<file path="config.mk">
export PLATFORM = sky130hd
export DESIGN_NAME = packed_chan_arb_fifo_flat
export DESIGN_NICKNAME = d
export VERILOG_FILES = /design/src/rtl/packed_chan_arb_fifo_if.sv /design/src/rtl/packed_chan_arb_fifo.sv /design/src/flat_wrapper.sv
export SDC_FILE = /design/constraint.sdc
export NUM_CORES = 1
export LEC_CHECK = 0
export CORE_ASPECT_RATIO = 1.4
export CORE_UTILIZATION = 41
export DETAILED_ROUTE_END_ITERATION = 8
export DONT_BUFFER_PORTS = 1
export HOLD_SLACK_MARGIN = 0.05
export PLACE_DENSITY = 0.59
export SYNTH_ARGS = -nofsm -noshare
export SYNTH_HDL_FRONTEND = slang
export SYNTH_SLANG_ARGS = --single-unit
</file>
<file path="constraint.sdc">
create_clock -name clk -period 3.09 [get_ports clk]
set_input_delay 0.618 -clock clk [delete_from_list [all_inputs] [get_ports clk]]
set_output_delay 0.618 -clock clk [all_outputs]
set_load 0.01 [all_outputs]
</file>
<file path="src/rtl/packed_chan_arb_fifo_if.sv">
// Handshake bundle for packed_chan_arb_fifo: NCH packed upstream channels
// and one downstream FIFO port with its occupancy.
interface packed_chan_arb_fifo_if #(
  parameter int NCH   = 3,
  parameter int W     = 8,
  parameter int DEPTH = 4
) ();
  localparam int CW   = (NCH > 1) ? $clog2(NCH) : 1;
  localparam int CNTW = $clog2(DEPTH) + 1;

  logic [NCH-1:0]          in_vld;
  logic [NCH-1:0]          in_rdy;
  logic [0:NCH-1][W-1:0]   in_data;
  logic                    out_vld;
  logic                    out_rdy;
  logic [W-1:0]            out_data;
  logic [CW-1:0]           out_ch;
  logic [CNTW-1:0]         count;

  // Upstream producers plus downstream consumer.
  modport master (
    output in_vld, in_data, out_rdy,
    input  in_rdy, out_vld, out_data, out_ch, count
  );

  // The arbitrating FIFO itself.
  modport slave (
    input  in_vld, in_data, out_rdy,
    output in_rdy, out_vld, out_data, out_ch, count
  );
endinterface

</file>
<file path="src/rtl/packed_chan_arb_fifo.sv">
// Round-robin arbiter over NCH valid/ready channels feeding an in-order FIFO
// that tags each entry with its source channel.
module packed_chan_arb_fifo #(
  parameter int NCH   = 3,
  parameter int W     = 8,
  parameter int DEPTH = 4
) (
  input  logic               clk,
  input  logic               rst_n,
  packed_chan_arb_fifo_if.slave bus
);
  localparam int CW   = (NCH > 1) ? $clog2(NCH) : 1;
  localparam int AW   = $clog2(DEPTH);
  localparam int CNTW = AW + 1;

  typedef struct packed {
    logic [CW-1:0] ch;
    logic [W-1:0]  data;
  } entry_t;

  entry_t          mem [DEPTH];
  entry_t          head;
  logic [AW-1:0]   wr_ptr;
  logic [AW-1:0]   rd_ptr;
  logic [CNTW-1:0] cnt;
  logic [CW-1:0]   rr;
  logic [CW-1:0]   grant_ch;
  logic [CW-1:0]   idx;
  logic [NCH-1:0]  grant;
  logic            push;
  logic            pop;
  logic            full;

  function automatic int wrap_ch(input int c);
    return (c >= NCH) ? c - NCH : c;
  endfunction

  assign full = (cnt == CNTW'(DEPTH));

  // NOTE: every always_comb output gets a default before any branch; a path
  // that leaves one unassigned would infer a latch.
  always_comb begin
    grant    = '0;
    grant_ch = '0;
    idx      = '0;
    push     = 1'b0;
    for (int i = 0; i < NCH; i++) begin
      idx = CW'(wrap_ch(int'(rr) + i));
      if (!full && !push && bus.in_vld[idx]) begin
        grant[idx] = 1'b1;
        grant_ch   = idx;
        push       = 1'b1;
      end
    end
  end

  assign pop        = bus.out_vld & bus.out_rdy;
  assign head       = mem[rd_ptr];
  assign bus.in_rdy = grant;
  assign bus.out_vld  = (cnt != '0);
  assign bus.out_data = bus.out_vld ? head.data : '0;
  assign bus.out_ch   = bus.out_vld ? head.ch   : '0;
  assign bus.count    = cnt;

  // NOTE: state registers use non-blocking assignments so every flop samples
  // pre-edge values regardless of process evaluation order.
  always_ff @(posedge clk) begin
    if (!rst_n) begin
      wr_ptr <= '0;
      rd_ptr <= '0;
      cnt    <= '0;
      rr     <= '0;
    end else begin
      if (push) begin
        wr_ptr <= wr_ptr + AW'(1);
        rr     <= (grant_ch == CW'(NCH - 1)) ? '0 : grant_ch + CW'(1);
      end
      if (pop) rd_ptr <= rd_ptr + AW'(1);
      case ({push, pop})
        2'b10:   cnt <= cnt + CNTW'(1);
        2'b01:   cnt <= cnt - CNTW'(1);
        default: cnt <= cnt;
      endcase
    end
  end

  // NOTE: storage has no reset; a cleared count makes stale words unreachable,
  // and leaving the array reset-free lets it map onto plain RAM.
  always_ff @(posedge clk) begin
    if (rst_n && push) mem[wr_ptr] <= '{ch: grant_ch, data: bus.in_data[grant_ch]};
  end
endmodule

</file>
<file path="src/flat_wrapper.sv">
// flat-port wrapper written by rule: the top's interface ports become plain ports
module packed_chan_arb_fifo_flat 
#(
  parameter int NCH   = 3,
  parameter int W     = 8,
  parameter int DEPTH = 4
)
  (clk, rst_n, bus_in_vld, bus_in_data, bus_out_rdy, bus_in_rdy, bus_out_vld, bus_out_data, bus_out_ch, bus_count);
  packed_chan_arb_fifo_if #(.NCH(NCH), .W(W), .DEPTH(DEPTH)) bus_i ();
  input  logic clk;
  input  logic rst_n;
  input wire logic [$bits(bus_i.in_vld)-1:0] bus_in_vld;
  input wire logic [$bits(bus_i.in_data)-1:0] bus_in_data;
  input wire logic [$bits(bus_i.out_rdy)-1:0] bus_out_rdy;
  output wire logic [$bits(bus_i.in_rdy)-1:0] bus_in_rdy;
  output wire logic [$bits(bus_i.out_vld)-1:0] bus_out_vld;
  output wire logic [$bits(bus_i.out_data)-1:0] bus_out_data;
  output wire logic [$bits(bus_i.out_ch)-1:0] bus_out_ch;
  output wire logic [$bits(bus_i.count)-1:0] bus_count;
  assign bus_i.in_vld = bus_in_vld;
  assign bus_i.in_data = bus_in_data;
  assign bus_i.out_rdy = bus_out_rdy;
  assign bus_in_rdy = bus_i.in_rdy;
  assign bus_out_vld = bus_i.out_vld;
  assign bus_out_data = bus_i.out_data;
  assign bus_out_ch = bus_i.out_ch;
  assign bus_count = bus_i.count;
  packed_chan_arb_fifo #(.NCH(NCH), .W(W), .DEPTH(DEPTH)) u_core (.clk(clk), .rst_n(rst_n), .bus(bus_i));
endmodule
</file>
### Word-level counts from Yosys, hierarchy flattened

Memories as Yosys holds them, arrays and structs flattened. A register that Yosys moved wholly into a read port is not among the register bits.
Cells that the tools add are included.

| storage, ports and cells | value |
|---|---|
| flip-flop bits (word level) | 9 |
| latch bits | 0 |
| memory bits (writable) | 40 |
| bits in read-only memories | 0 |
| word-level logic and storage cells | 82 |
| memories kept | 1 |

| cells by class | value |
|---|---|
| add/subtract/negate cells | 10 |
| multiply operators | 0 |
| divide/modulo/power cells | 0 |
| $lt $le $gt $ge | 10 |
| equality and inequality tests | 4 |
| shift operators | 0 |
| mux-type cells | 35 |
| bitwise operators | 4 |
| reductions and logical operators | 14 |

Memory list:

| memory | words | width | read ports | clocked after memory_dff | wr ports | RTL line | RTL |
|---|---|---|---|---|---|---|---|
| u_core.mem | 4 | 10 | 1 | 1 | 1 | packed_chan_arb_fifo.sv:21 | `entry_t mem [DEPTH];` |

Operator list:

| cell | number |
|---|---|
| 8-bit 2-to-1 mux | 3 |
| 2-bit 2-to-1 mux | 10 |
| 8-bit binary-select mux with 2-bit select | 1 |
| 1-bit 2-to-1 mux | 11 |
| 1-bit logical AND | 9 |
| 2-bit by 3-bit less-than comparator with 1-bit output, second input constant | 3 |
| 3-bit 2-to-1 mux | 3 |
| 2-bit by 1-bit adder with 2-bit output, second input constant | 3 |
| 1-bit binary-select mux with 2-bit select | 3 |
| 1-bit demux with 2-bit select | 3 |
| 2-bit by 1-bit greater-or-equal comparator with 1-bit output, second input constant | 3 |
| 3-bit by 2-bit greater-or-equal comparator with 1-bit output, second input constant | 2 |
| 3-bit bitwise OR | 2 |
| 3-bit case mux with 2 select lines | 1 |
| 2-bit equality test, second input constant | 2 |
| 2-bit by 1-bit subtractor with 2-bit output, second input constant | 2 |
| 2-bit by 1-bit adder with 3-bit output, second input constant | 1 |
| 2-bit by 2-bit adder with 3-bit output, second input constant | 1 |
| 3-bit by 1-bit adder with 3-bit output, second input constant | 1 |
| 3-bit equality test, second input constant | 1 |
| 3-bit greater-or-equal comparator, second input constant | 1 |
| 1-bit logical NOT | 3 |
| 2-bit NOT with 3-bit output | 1 |
| 3-bit nonzero test | 1 |
| other kinds (6) | 6 |

### Depth between registers and ports, before layout

| logic depth | value |
|---|---|
| depth in word-level cells | 18 |
| gate-level depth with buffers | 13 |
| mapped depth without buffers | 11 |

### Worst setup path before layout

No wires, ideal clock.

| timing path | value |
|---|---|
| kind | reg2reg |
| start | register u_core.rr[0] |
| end | register u_core.cnt[2], in the netlist u_core.bus.count[2] |
| setup time | 71 ps |
| arrival time | 2740 ps |
| required time | 3019 ps |
| setup slack | 279 ps |
| cell stages (with the launch flop) | 14 |
| period minus slack after synthesis | 2811 ps |
| cell sequence | dfxtp_1 -> inv_1 -> ha_1 -> clkbuf_1 -> inv_1 -> o31ai_1 -> o22a_1 -> buf_2 -> ha_1 -> inv_1 -> fa_1 -> xor2_1 -> or3_1 -> a21oi_1 |

| between the ends | value |
|---|---|
| longest elaborated chain between the ends | 16 |
| elaborated cells on any way between the ends | 31 |
| those cells by class | 5 x add/sub; 3 x order compare; 2 x eq/ne; 13 x mux; 8 x reduce/logical |

Ends and longest elaborated chain:

| item | RTL line | RTL |
|---|---|---|
| start, declared | packed_chan_arb_fifo.sv:26 | `logic [CW-1:0] rr;` |
| start signal, assigned | packed_chan_arb_fifo.sv:76 | `rr <= (grant_ch == CW'(NCH - 1)) ? '0 : grant_ch + CW'(1);` |
| parallel branches: the longest is 13 deep, another holds 2-bit by 1-bit adder with 3-bit output | - |  |
| 1-bit 2-to-1 mux (*) | packed_chan_arb_fifo.sv:49 | `if (!full && !push && bus.in_vld[idx]) begin` |
| 2-bit by 1-bit equality test with 1-bit output or 2-bit equality test (tied branches) | packed_chan_arb_fifo.sv:79 | `case ({push, pop})` |
| 3-bit case mux with 2 select lines or 2-bit nonzero test (tied branches) | - |  |
| end signal, assigned | packed_chan_arb_fifo.sv:80 | `2'b10: cnt <= cnt + CNTW'(1);` |
| end signal, assigned | packed_chan_arb_fifo.sv:81 | `2'b01: cnt <= cnt - CNTW'(1);` |
| end signal, assigned | packed_chan_arb_fifo.sv:82 | `default: cnt <= cnt;` |
| end, declared | packed_chan_arb_fifo.sv:25 | `logic [CNTW-1:0] cnt;` |

Mark *: on every way between the ends. The select of a mux whose other input is x is not followed.
A chain may end at the register's enable or synchronous reset.

### Worst setup path in the final report

Same ends and word-level chain as after synthesis.

==> impl_metrics.env <==
export IMPL_status="completed"
export IMPL_final_setup_tns_ns=0
export IMPL_dp_final_hpwl_mm=3.530
export IMPL_wl_per_cell_um=18.05
export IMPL_pwr_share_clk=0.132
export IMPL_min_from="rst_n"
export IMPL_ir_drop_mv=0.4225
export IMPL_leakage_nw=0.9272
export IMPL_h_tree_depth=2
export IMPL_cts_buffers=5
export IMPL_hold_viol_final=0
export IMPL_fin_worst_skew_ns=0.004891
export IMPL_start_kind="flop"
export IMPL_gr_total_overflow=0
export IMPL_core_area_mm2=0.005946
export IMPL_grt_use_total=0.1627
export IMPL_die_area_mm2=0.006555
export IMPL_worstSetupPathType="flop to flop"
export IMPL_post_cts_buffers=0
export IMPL_clk_latency_ns=0.30
export IMPL_routed_via_density=5.616
export IMPL_synth_seq_area_share=0.5563
export IMPL_startpoint="u_core.rr[0]$_SDFFE_PN0P_"
export IMPL_start_util=0.4297
export IMPL_synthesis_area_mm2=0.002555
export IMPL_fp_row_count=33
export IMPL_vias=1522
export IMPL_yosys_warnings=0
export IMPL_ctsResizeCount=0
export IMPL_power_density_mw_per_mm2=1013
export IMPL_arrival_ns=3.12
export IMPL_pwr_share_seq=0.420
export IMPL_drtAntennaViolNets=0
export IMPL_cts_buffer_depth=2
export IMPL_area_growth_pct=6.366
export IMPL_slowest_delay_ns=0.44
export IMPL_finalSetupViolations=0
export IMPL_worstRegToRegCells=11
export IMPL_wl_mm=4.891
export IMPL_cpMaxStageDelayCell="ha_1"
export IMPL_rrSetupSlack_ns=0.20
export IMPL_first_global_vias=1554
export IMPL_synthCells=197
export IMPL_cts_hold_buffers=0
export IMPL_nNetsFinal=240
export IMPL_power_switching_mw=1.055
export IMPL_ys_types=40
export IMPL_max_freq_ghz=0.3466
export IMPL_rsz0062_at_grt="false"
export IMPL_post_route_drc_count=0
export IMPL_slew_headroom=0.5174
export IMPL_crit_chain="inv_1, ha_1, inv_1, o31ai_1, o22a_1, ha_1, inv_1, fa_1, xor2_1, or3_1, a21oi_1"
export IMPL_pwr_share_comb=0.447
export IMPL_post_route_period_util=0.9337
export IMPL_synth_avg_cell_area_um2=12.97
export IMPL_layout_common_cells="edfxtp_1 (40), a21oi_1 (17), nor2_1 (17)"
export IMPL_finalMaxSlewViolations=0
export IMPL_p_int_mw=1.699
export IMPL_reg2reg_to="u_core.bus.count[2]$_SDFFE_PN0P_"
export IMPL_switching_share=0.3830
export IMPL_min_period_ns=2.885
export IMPL_antenna_found_initial=0
export IMPL_grt_max_degree=19
export IMPL_r2r_start="u_core.rr[0]$_SDFFE_PN0P_"
export IMPL_tritoncts="done"
export IMPL_nFillCells=562
export IMPL_final_util=0.4571
export IMPL_syn_num_nets=237
export IMPL_firstDrtPassIters=4
export IMPL_tightest_slew_ns=0.7229
export IMPL_mostFrequentLayoutCell="edfxtp_1"
export IMPL_multi_input_area_mm2=0.001042
export IMPL_first_iter_violations=51
export IMPL_p_total_mw=2.753
export IMPL_diodes=0
export IMPL_cpLargestDelayFamily="adder cells"
export IMPL_seq_area_mm2=0.001421
export IMPL_min_path_cells=2
export IMPL_clock_sinks=51
export IMPL_yosysTopAreaCell="edfxtp_1"
export IMPL_critPathMaxFanout=9
export IMPL_hp_class="input port to flop"
export IMPL_synthTopCellsByArea="edfxtp_1 (47%), mux4_2 (8.8%), dfxtp_1 (8.6%), ha_1 (4.4%), mux2i_1 (4.3%)"
export IMPL_path_clk_slew_ns=0.09
export IMPL_hold_end="u_core.rr[0]$_SDFFE_PN0P_"
export IMPL_gp_congestion=0.8823
export IMPL_ys_seq_elements=51
export IMPL_drive_gt1_frac=0.1294
export IMPL_die_x_um=68.72
export IMPL_maxCapViolCount=0
export IMPL_critPathBufInv=3
export IMPL_synth_top_cell_area_share=0.4701
export IMPL_grt_pass1_wl_mm=7.624
export IMPL_endpoint_kind="flop"
export IMPL_die_height_um=95.40
export IMPL_portBuffers=0
export IMPL_cp_common_cell="inv_1"
export IMPL_ios=47
export IMPL_cp_required_ns=3.32
export IMPL_root_buffer="clkbuf_8"
-- cell usage after synthesis --
library cell	instances
o22a_1	1
a22oi_1	1
dfxtp_1	11
nand3b_1	1
xor2_1	3
and2_1	15
buf_2	4
nor3b_1	2
a32oi_1	1
mux2_2	1
buf_4	1
buf_1	1
o31ai_4	1
nor2_1	17
o21ai_0	5
inv_2	1
a21oi_1	17
or3b_1	1
o31ai_1	1
and4b_1	1
nand3_1	1
and3_1	1
o2111ai_1	1
xnor2_1	2
nand2b_1	4
clkbuf_1	3
nand2_1	9
o211ai_1	2
edfxtp_1	40
nor2b_1	2
inv_1	9
fa_1	1
or3_1	2
buf_6	1
ha_1	9
o2111a_1	1
mux2i_1	11
mux4_2	10
a221o_1	1
o41ai_2	1
-- logic make-up after synthesis --
| logic type | Yosys count | share of synthesized area |
|---|---|---|
| multiplexers | 22 | 0.1357 |
| AO/OA/AOI/OAI | 33 | 0.08815 |
| flip-flops | 51 | 0.5563 |
| adder cells (fa/ha/maj) | 10 | 0.05191 |
| AND/OR/NAND/NOR | 56 | 0.1151 |
| XOR/XNOR | 5 | 0.01714 |
| buffers and inverters | 20 | 0.03575 |
-- cell type report --
type | count | area share
flip-flops and latches | 51 | 0.5230
multi-input cells | 126 | 0.3835
inverters | 10 | 0.01381
clock inverters | 3 | 0.005525
well taps | 70 | 0.03223
repair buffers | 6 | 0.01657
clock buffers | 5 | 0.02532
-- routing by layer --
layer  track usage  part of all wire  routed length, um  up-vias
li1              -                 -                  -      729
met1        0.1760              0.40               1950      737
met2        0.3039              0.54               2649       51
met3       0.03589             0.047                229        5
met4       0.05102             0.013                 62        0
met5             0                 0                  0        -
-- power by group through the flow --
| stage | combinational, mW | sequential [mW] | clock [mW] |
|---|---|---|---|
| floorplan | 1.02 | 1.11 | 0 |
| global placement | 1.19 | 1.16 | 0 |
| detailed placement | 1.25 | 1.18 | 0 |
| CTS | 1.25 | 1.16 | 0.373 |
| global route | 1.38 | 1.18 | 0.397 |
| finish | 1.23 | 1.16 | 0.365 |
-- sequential cells by signal, indices dropped and copies added, names as in the netlist, named ones only --
name / flops
u_core.mem: 40
u_core.bus.count: 3
u_core.wr_ptr: 2
u_core.rd_ptr: 2
u_core.rr: 2
-- worst max-delay path by stage --
| stage | to | slack [ns] | cells past startpoint |
|---|---|---|---|
| after floorplan | u_core.bus.count[2]$_SDFFE_PN0P_ | 0.28 | 13 |
| after global placement | u_core.bus.count[2]$_SDFFE_PN0P_ | 0.38 | 11 |
| after detailed placement | u_core.bus.count[2]$_SDFFE_PN0P_ | 0.26 | 11 |
| after CTS | u_core.bus.count[2]$_SDFFE_PN0P_ | 0.22 | 11 |
| after global routing | u_core.bus.count[2]$_SDFFE_PN0P_ | 0.02 | 11 |
| final | u_core.bus.count[2]$_SDFFE_PN0P_ | 0.20 | 11 |
-- metrics by stage --
step | instances | hold slack (ns) | setup slack [ns] | cell area (um^2)
after global placement | 263 | 0.4847 | 0.3756 | 2634
after global routing | 271 | 0.4804 | 0.01998 | 2718
after detailed placement | 263 | 0.4957 | 0.2582 | 2634
after CTS | 271 | 0.4588 | 0.2225 | 2718
final | 271 | 0.4648 | 0.2049 | 2718
after floorplan | 197 | 0.4692 | 0.2793 | 2555
-- worst register-to-register path, delay by kind of cell (launching register included) --
kind	cells	cell delay, ns
buffers and inverters	3	0.31
AND/OR/NAND/NOR	1	0.30
flip-flops	1	0.39
adder cells (fa/ha/maj)	3	1.02
AO/OA/AOI/OAI	3	0.64
XOR/XNOR	1	0.16
No activity file was read; power rests on OpenSTA's default activity.
==> patch, RTL diff (same flow settings) <==
`NCH` is set to 3 in 3 places; all go to 2.
--- a/src/rtl/packed_chan_arb_fifo_if.sv
+++ b/src/rtl/packed_chan_arb_fifo_if.sv
@@ -1,7 +1,7 @@
 // Handshake bundle for packed_chan_arb_fifo: NCH packed upstream channels
 // and one downstream FIFO port with its occupancy.
 interface packed_chan_arb_fifo_if #(
-  parameter int NCH   = 3,
+  parameter int NCH   = 2,
   parameter int W     = 8,
   parameter int DEPTH = 4
 ) ();
--- a/src/rtl/packed_chan_arb_fifo.sv
+++ b/src/rtl/packed_chan_arb_fifo.sv
@@ -1,7 +1,7 @@
 // Round-robin arbiter over NCH valid/ready channels feeding an in-order FIFO
 // that tags each entry with its source channel.
 module packed_chan_arb_fifo #(
-  parameter int NCH   = 3,
+  parameter int NCH   = 2,
   parameter int W     = 8,
   parameter int DEPTH = 4
 ) (
--- a/src/flat_wrapper.sv
+++ b/src/flat_wrapper.sv
@@ -1,7 +1,7 @@
 // flat-port wrapper written by rule: the top's interface ports become plain ports
 module packed_chan_arb_fifo_flat 
 #(
-  parameter int NCH   = 3,
+  parameter int NCH   = 2,
   parameter int W     = 8,
   parameter int DEPTH = 4
 )
Interface: changed (resized bus_in_data, bus_in_rdy, bus_in_vld and bus_out_ch); port bits go from 47 to 36. The function was not compared with the original's and may differ.
==> patch against the original RTL <==
Design area down 20%. Sequential cell count down 5. Die area down 19%. Area after synthesis down 20%. Setup slack better by 0.30 ns. Clock skew up 0.0040 ns. Wire length down 34%. Hold slack worse by 0.020 ns. Critical path type unchanged.
Power is not compared: it rests on default switching activity, and its combinational part moved more than twofold at a synthesized area within 25%.
==> patch: results (changes against the original RTL) <==
stage,metric,value,unit,change
detailed_routing,Initial DRT Pass Iterations,2,,-2
power_and_ir_drop,Seq. pwr,0.850,mW,
detailed_routing,max layer used,met4,,
critical_path,CP max FO,8,,-1
detailed_routing,Routed met1 length,1370,um,-30%
run_status,outcome,"complete, no violations",,
critical_path,Worst EP arrival,2.80,ns,-0.32 ns
layout,nets@finish,158,,-34%
global_route,first-pass GRT wire length,5240,um,-31%
global_route,largest net degree at the start of global routing,16,,-3
power_and_ir_drop,NetSw,0.498,mW,
critical_path,CP top delay family,simple AND/OR/NAND/NOR gates,,
clock_network,Clock Latency Late Sink,0.29,ns,
place,placed cell area,2100,um^2,-20%
logic_synthesis,Post-synth top cells,"edfxtp_1, dfxtp_1, inv_1, mux4_2, nand2_1",,
global_route,met3 usage,4.22,%,+0.63 points
place,Routability Congestion,0.600,,-32%
layout,max FFs per register,36,,-10%
global_route,met1 Usage GRT,17.1,%,-0.46 points
place,worst setup slack after placement,0.505,ns,+0.247 ns
layout,Non-Filler Instances,196,,-28%
global_route,GR Util All Layers,14.2,%,-2.1 points
logic_synthesis,Area contributors post-synth,"edfxtp_1, mux4_2, dfxtp_1",,
clock_network,CTS buffer count,5,,unchanged
detailed_routing,Routed WL,3220,um,-34%
logic_synthesis,Unique masters post-synth,30,,-25%
place,placed cell count,188,,-29%
logic_synthesis,"EDFF count, synth",36,,-10%
layout,Biggest register,u_core.mem,,
detailed_routing,total number of vias,993,,-35%
logic_synthesis,async set-reset flop share out of synthesis,0,%,unchanged
critical_path,Crit-path slowest cell,dfxtp_1,,
sta,Worst Skew,0.00886,ns,+0.00397 ns
detailed_routing,met2 wire length,1670,um,-37%
layout,layout cells sized above 1,20.5,%,+7.5 points
power_and_ir_drop,clk pwr,0.339,mW,
place,Post-DP HPWL,2230,um,-37%
clock_network,post-CTS setup buffers,0,,unchanged
power_and_ir_drop,Lkg Pwr,0.789,nW,
logic_synthesis,sequential element share of the synthesized area,62.6,%,+6.9 points
global_route,M2 GR Usage,23.3,%,-7.1 points
logic_synthesis,cells after synthesis,129,,-35%
global_route,vias in the first global route,1003,,-35%
detailed_routing,routed wl met3,129,um,-44%
detailed_routing,Iter 0 DRT Violations,33,,-35%
sta,Relative slew margins,58.2,%,+6.5 points
clock_network,Root Buffer,clkbuf_8,,
-- patch: layout make-up --
type                       instances  area, um^2
fill                             429        2660
sequential                        46        1280
multi-input combinational         68         694
tap                               64        80.1
clock buffer                       6        72.6
inverter                           9        33.8
clock inverter                     2        8.76
timing repair buffer               1        7.51
-- patch: worst paths after layout --
path	start	to	slack, ns	depth (start not counted)
worst max-delay path	u_core.bus.count[2]	u_core.bus.count[2]	0.50	9
worst min-delay path	rst_n	u_core.bus.count[1]	0.44	1
worst max register to register	u_core.bus.count[2]	u_core.bus.count[2]	0.50	9
worst min register to register	u_core.wr_ptr[1]	u_core.wr_ptr[1]	0.51	2
-- patch: kinds of logic after synthesis --
group                    count (synthesis)  synth area share, %
XOR/XNOR                                 2                0.855
AO/OA/AOI/OAI                            9                 2.81
adder cells (fa/ha/maj)                  6                 4.03
flip-flops                              46                 62.6
buffers and inverters                   15                 3.54
multiplexers                            19                 16.6
AND/OR/NAND/NOR                         32                 9.65
